--- src/rtl/fifo_word_splitter_pkg.sv ---
// Shared definitions for the word splitter: default symbol width, FSM
// state encoding and a saturating counter helper.
package fifo_word_splitter_pkg;

    // Default symbol width; matches the data width of the downstream symbol FIFO.
    localparam int DEF_SYM_W = 2;

    // Splitter FSM states.
    typedef enum logic {
        ST_IDLE = 1'b0,
        ST_SEND = 1'b1
    } state_t;

    // 16-bit increment that sticks at all-ones instead of wrapping.
    function automatic logic [15:0] sat_inc16(input logic [15:0] value);
        logic [15:0] result;
        if (value == 16'hFFFF) begin
            result = value;
        end else begin
            result = value + 16'd1;
        end
        return result;
    endfunction

endpackage

--- src/rtl/fifo_word_splitter.sv ---
// Word-to-symbol splitter feeding a symbol FIFO. Accepts one WORD_W-bit
// word over valid/ready and pushes its WORD_W/SYM_W symbols one per cycle,
// stalling while the FIFO reports full. The next word can be accepted on
// the cycle that pushes the last symbol, so back-to-back words run without
// a bubble.
module fifo_word_splitter
    import fifo_word_splitter_pkg::*;
#(
    parameter int WORD_W    = 8,
    parameter int SYM_W     = DEF_SYM_W,
    parameter bit MSB_FIRST = 1'b1
) (
    input  logic              clk,
    input  logic              reset,        // asynchronous, active low
    input  logic              in_valid,
    input  logic [WORD_W-1:0] in_word,
    output logic              in_ready,
    input  logic              fifo_full,
    output logic              fifo_push,
    output logic [SYM_W-1:0]  fifo_in,
    output logic              busy,
    output logic [15:0]       word_count,
    output logic [15:0]       stall_count
);

    localparam int                N        = WORD_W / SYM_W;
    localparam int                IDX_W    = (N > 1) ? $clog2(N) : 1;
    localparam logic [IDX_W-1:0]  LAST_IDX = IDX_W'(N - 1);

    // A word must split into a whole number of symbols.
    generate
        if ((WORD_W % SYM_W) != 0) begin : g_bad_width
            $error("fifo_word_splitter: WORD_W must be a multiple of SYM_W");
        end
    endgenerate

    state_t              r_state;
    state_t              w_state_nxt;
    logic [WORD_W-1:0]   r_shift;
    logic [IDX_W-1:0]    r_idx;
    logic [15:0]         r_word_count;
    logic [15:0]         r_stall_count;

    logic                w_send;
    logic                w_last;
    logic                w_push;
    logic                w_ready;
    logic                w_accept;
    logic                w_word_done;
    logic                w_stall;
    logic [SYM_W-1:0]    w_sym;

    // Handshake and push decode. The push is gated by fifo_full here so the
    // FIFO never sees a write while full.
    always_comb begin
        w_send      = (r_state == ST_SEND);
        w_last      = (r_idx == LAST_IDX);
        w_push      = w_send & ~fifo_full;
        w_stall     = w_send & fifo_full;
        w_word_done = w_push & w_last;
        w_ready     = (r_state == ST_IDLE) | w_word_done;
        w_accept    = in_valid & w_ready;
        if (MSB_FIRST) begin
            w_sym = r_shift[WORD_W-1 -: SYM_W];
        end else begin
            w_sym = r_shift[SYM_W-1:0];
        end
    end

    // Next-state logic: IDLE waits for a word, SEND stays while symbols remain
    // or while a follow-on word is taken on the last push.
    always_comb begin
        w_state_nxt = r_state;
        case (r_state)
            ST_IDLE: begin
                if (in_valid) begin
                    w_state_nxt = ST_SEND;
                end else begin
                    w_state_nxt = ST_IDLE;
                end
            end
            ST_SEND: begin
                if (w_word_done) begin
                    if (in_valid) begin
                        w_state_nxt = ST_SEND;
                    end else begin
                        w_state_nxt = ST_IDLE;
                    end
                end else begin
                    w_state_nxt = ST_SEND;
                end
            end
            default: begin
                w_state_nxt = ST_IDLE;
            end
        endcase
    end

    // FSM state register.
    always_ff @(posedge clk or negedge reset) begin
        if (!reset) begin
            r_state <= ST_IDLE;
        end else begin
            r_state <= w_state_nxt;
        end
    end

    // Shift register and symbol index: load on accept, advance on a non-final
    // push, hold otherwise (including every stalled cycle).
    always_ff @(posedge clk or negedge reset) begin
        if (!reset) begin
            r_shift <= '0;
            r_idx   <= '0;
        end else if (w_accept) begin
            r_shift <= in_word;
            r_idx   <= '0;
        end else if (w_push && !w_last) begin
            if (MSB_FIRST) begin
                r_shift <= r_shift << SYM_W;
            end else begin
                r_shift <= r_shift >> SYM_W;
            end
            r_idx <= r_idx + IDX_W'(1);
        end else begin
            r_shift <= r_shift;
            r_idx   <= r_idx;
        end
    end

    // Debug counters: completed words (wrapping) and stalled SEND cycles
    // (saturating).
    always_ff @(posedge clk or negedge reset) begin
        if (!reset) begin
            r_word_count  <= 16'd0;
            r_stall_count <= 16'd0;
        end else begin
            if (w_word_done) begin
                r_word_count <= r_word_count + 16'd1;
            end else begin
                r_word_count <= r_word_count;
            end
            if (w_stall) begin
                r_stall_count <= sat_inc16(r_stall_count);
            end else begin
                r_stall_count <= r_stall_count;
            end
        end
    end

    assign in_ready    = w_ready;
    assign fifo_push   = w_push;
    assign fifo_in     = w_sym;
    assign busy        = w_send;
    assign word_count  = r_word_count;
    assign stall_count = r_stall_count;

endmodule
--- config.mk ---
export PLATFORM = sky130hd
export DESIGN_NAME = fifo_word_splitter
export DESIGN_NICKNAME = d
export VERILOG_FILES = /design/src/rtl/fifo_word_splitter_pkg.sv /design/src/rtl/fifo_word_splitter.sv
export SDC_FILE = /design/constraint.sdc
export NUM_CORES = 1
export LEC_CHECK = 0
export CAP_MARGIN = 10
export CORE_MARGIN = 4
export CORE_UTILIZATION = 51
export CTS_BUF_LIST = sky130_fd_sc_hd__clkbuf_2 sky130_fd_sc_hd__clkbuf_4 sky130_fd_sc_hd__clkbuf_8
export CTS_CLUSTER_SIZE = 8
export DETAILED_ROUTE_END_ITERATION = 10
export GPL_TIMING_DRIVEN = 0
export PLACE_DENSITY = 0.82
export SLEW_MARGIN = 15
export SYNTH_ARGS = -nofsm -noshare
export SYNTH_HDL_FRONTEND = slang
export SYNTH_SLANG_ARGS = --single-unit
--- constraint.sdc ---
create_clock -name clk -period 2.21 [get_ports clk]
set_input_delay 0.3315 -clock clk [delete_from_list [all_inputs] [get_ports clk]]
set_output_delay 0.3315 -clock clk [all_outputs]
set_load 0.1 [all_outputs]
==> flow_summary.rst <==
.. list-table::
   :header-rows: 1

   * - Metric
     - Value
   * - Max-slew violations
     - 0
   * - Max Fanout on Critical Path
     - 5
   * - Type of destination of the critical path
     - output port
   * - Starting DRT DRC Count
     - 56
   * - IR drop worst, VDD
     - 0.970 mV
   * - Worst relative slew slack
     - 35.0%
   * - Initial cell density of the core
     - 53.6%
   * - Post-Synthesis Net Count
     - 194
   * - Clk Latency, worst-skew pair
     - 0.29 ns
   * - Average cell area after synthesis
     - 11.2 um2
   * - Crit path buf inv count
     - 1
   * - Data arrival at the endpoint of the critical path
     - 1.85 ns
   * - Critical Path Slowest Stage Cell
     - clkdlybuf4s50_1
   * - Number of I/O port buffers
     - 48
   * - TritonCTS clock tree
     - yes
   * - Required time at the endpoint of the critical path
     - 1.88 ns
   * - DRT antenna net count
     - 0
   * - Number of max-cap violations
     - 0
   * - Number of clock buffers inserted by TritonCTS
     - 5
   * - Area growth, synth to finish
     - 35.2%
   * - Number of buffers inserted by post-CTS setup repair
     - 0
   * - DR vias/cell
     - 5.25
   * - Total Die Area
     - 0.00500 mm2
   * - Ys async rst share
     - 100%
   * - Die Ht
     - 70.7 um
   * - # rows
     - 22
   * - Core ar.
     - 0.00374 mm2
   * - Routed vias
     - 1,495
   * - Number of cells in the finished layout apart from fillers
     - 285
   * - Unrepaired setup endpoints after global routing
     - false
   * - # setup viols final
     - 0
   * - Via count of the first global-routing pass
     - 1,493
   * - Total track usage
     - 16.9%
   * - H-tree levels
     - 2
   * - Result of the run
     - finished, final reports clean
   * - Total standard cell area after synthesis
     - 0.00201 mm2
   * - Post-route fraction of the period consumed by the critical path
     - 98.5%
   * - Width of the die
     - 70.7 um
   * - Peak clock frequency supported by timing
     - 459 MHz
   * - Ordered cell list for the critical path
     - clkdlybuf4s50_1
   * - DP Wirelength
     - 2980 um
   * - Sequential element share of the synthesized area
     - 53.6%
   * - Buffer cell driving the clock tree root
     - clkbuf_8
   * - Number of hold violations in the final report
     - 0
   * - Total of flip-flops plus latches after synthesis
     - 43
   * - Setup Crit Path Kind
     - reg2out
   * - P_leak
     - 1.40 nW
   * - Critical path launch point type
     - flop
   * - Pwr/cell area
     - 1200 mW/mm2
   * - TritonRoute pass-1 iters
     - 4
   * - Most instantiated flip-flop cell in the synthesis netlist
     - dfrtp_1
   * - First-pass GRT wire length
     - 6850 um
   * - Count of clock tree sinks
     - 43
   * - Maximum number of pins on one net before global-route repair
     - 32
   * - Initial antenna violation count
     - 0
   * - Clock skew
     - 0.0104 ns
   * - Post-route cell area
     - 0.00271 mm2
   * - Slew at the pin closest to its max-slew limit
     - 0.971 ns
   * - Synthesized instance count
     - 179
   * - Number of warning messages in the yosys log
     - 0
   * - Antenna cell count
     - 0
   * - Final min period
     - 2.18 ns
   * - Routed length per placed instance
     - 13.5 um
   * - Fin nets
     - 251
   * - Cell Count Post-Placement
     - 276
   * - Drc violations
     - 0
   * - Delay of the slowest cell on the worst path
     - 1.14 ns
   * - Routed wire length
     - 3840 um
   * - EDFF count, synth
     - 0
   * - Cell variety after synth
     - 38
   * - Clock slew at reported path FFs
     - 0.08 ns
   * - Clock tree buffer depth
     - 2
   * - Final GP Congestion
     - 0.734
   * - Leftover overflow at the end of global routing
     - 0
   * - Fraction of final layout cells with drive strength greater than 1
     - 19.0%
   * - Largest delay contributor family on the critical path
     - buffers and inverters
   * - I/O pin cnt
     - 49
   * - DP Area
     - 0.00259 mm2
   * - Worst min-delay path category
     - in2async
[power breakdown]
group	switching (W)	total [W]	internal, W	leakage [nW]
clock network	0.000249	0.000495	0.000246	0.0491
registers	0.000179	0.00116	0.000979	0.532
logic	0.00118	0.00160	0.000420	0.824
[sequential cells by signal, indices dropped and copies added, names as in the netlist]
signal,cells
busy,1
r_idx,2
r_shift,8
stall_count,16
word_count,16
[metal layers]
| layer | routed length [um] | part of all wire, % | vias to the layer above | GRT usage, % |
|---|---|---|---|---|
| met1 | 1690 | 44 | 721 | 21.8 |
| met2 | 1910 | 50 | 37 | 28.2 |
| met4 | 36 | 0.94 | 0 | 5.01 |
| met3 | 204 | 5.3 | 4 | 4.40 |
| met5 | 0 | 0 | - | 0 |
| li1 | - | - | 733 | - |
[cells by family (layout without fill, tap and decap cells)]
family,after synthesis,after routing,synth area share [%]
adders and majority gates,3,3,1.87
and+or+nand+nor,76,76,22.1
xor gates and xnor gates,31,31,13.5
AOI/OAI and AO/OA,13,13,4.62
buffers and inverters,9,67,2.12
muxes,4,4,2.06
DFF,43,43,53.6
[cell usage in the layout (no fill, tap or decap), drive strengths merged, types with 2 or more instances in the layout]
master / instances
xnor2: 14
nor2: 10
buf: 5
nand2b: 4
ha: 3
a21o: 4
nor4: 8
inv: 4
a22o: 4
dlygate4sd2: 8
o21ai: 4
clkbuf: 9
nor2b: 2
nand3: 11
dlymetal6s2s: 10
clkdlybuf4s50: 27
or2: 2
mux2i: 3
nand2: 18
clkdlybuf4s15: 2
and3: 2
nor3: 5
dfrtp: 43
nand4: 6
xor2: 17
[through the flow]
step | setup slack [ns] | TNS, ns | util, % | power (W) | hold WS [ns]
CTS | 0.000859 | 0 | 71.8 | 0.00328 | 0.460
floorplan | 0.0174 | 0 | - | 0.00241 | 0.0359
global route | 0.000588 | 0 | 72.4 | 0.00342 | 0.496
finish | 0.0329 | 0 | 72.4 | 0.00325 | 0.455
detailed placement | -0.444 | -0.861 | 69.3 | 0.00281 | 0.236
global placement | -0.446 | -15.53 | 68.9 | 0.00277 | 0.458
[cells in the mapped netlist, types with 3 or more instances]
master	count	area, um2
nor3_1	4	20.0
nand2_1	17	63.8
nand3_1	11	55.1
xor2_1	17	149
mux2i_1	3	30.0
nor2_1	10	37.5
ha_1	3	37.5
a21o_1	4	30.0
o21ai_0	4	20.0
a22o_1	4	35.0
dfrtp_1	43	1080
nor4_1	5	31.3
inv_1	4	15.0
nand4_1	5	31.3
xnor2_1	14	123
nand2b_1	4	25.0
[repair_timing]
action	in CTS	in global routing
gates cloned	0	0
gates resized for setup	14	10
endpoints found under the hold margin	12	0
hold buffers	1	0
setup endpoints to repair	10	10
[final cells by class]
type / count / area [um2]
Buffer: 5 / 27.5
Timing Repair Buffer: 50 / 523
Sequential cell: 43 / 1100
Inverter: 4 / 15.0
Fill cell: 306 / 1030
Clock inverter: 1 / 5.00
Tap cell: 48 / 60.1
Multi-Input combinational cell: 127 / 895
Clock buffer: 7 / 83.8
[worst register-to-register path, stage by stage (launching register included)]
cell	delay (ns)
dfrtp_2	0.40
ha_1	0.17
nand3_1	0.13
nor4_4	0.61
nor2_1	0.15
mux2_1	0.35
[final timing paths]
path | from | endpoint | slack, ns | depth (start not counted)
hold / removal | reset | stall_count[11] | 0.46 | 2
hold reg to reg | word_count[15] | word_count[15] | 0.47 | 1
max in group asynchronous | reset | word_count[0] | 1.28 | 3
setup reg to reg | stall_count[0] | stall_count[1] | 0.28 | 5
min in group clk | word_count[15] | word_count[15] | 0.47 | 1
setup / recovery | stall_count[9] | stall_count[9] | 0.03 | 1
Note: power is estimated with default switching activity, not from simulation.
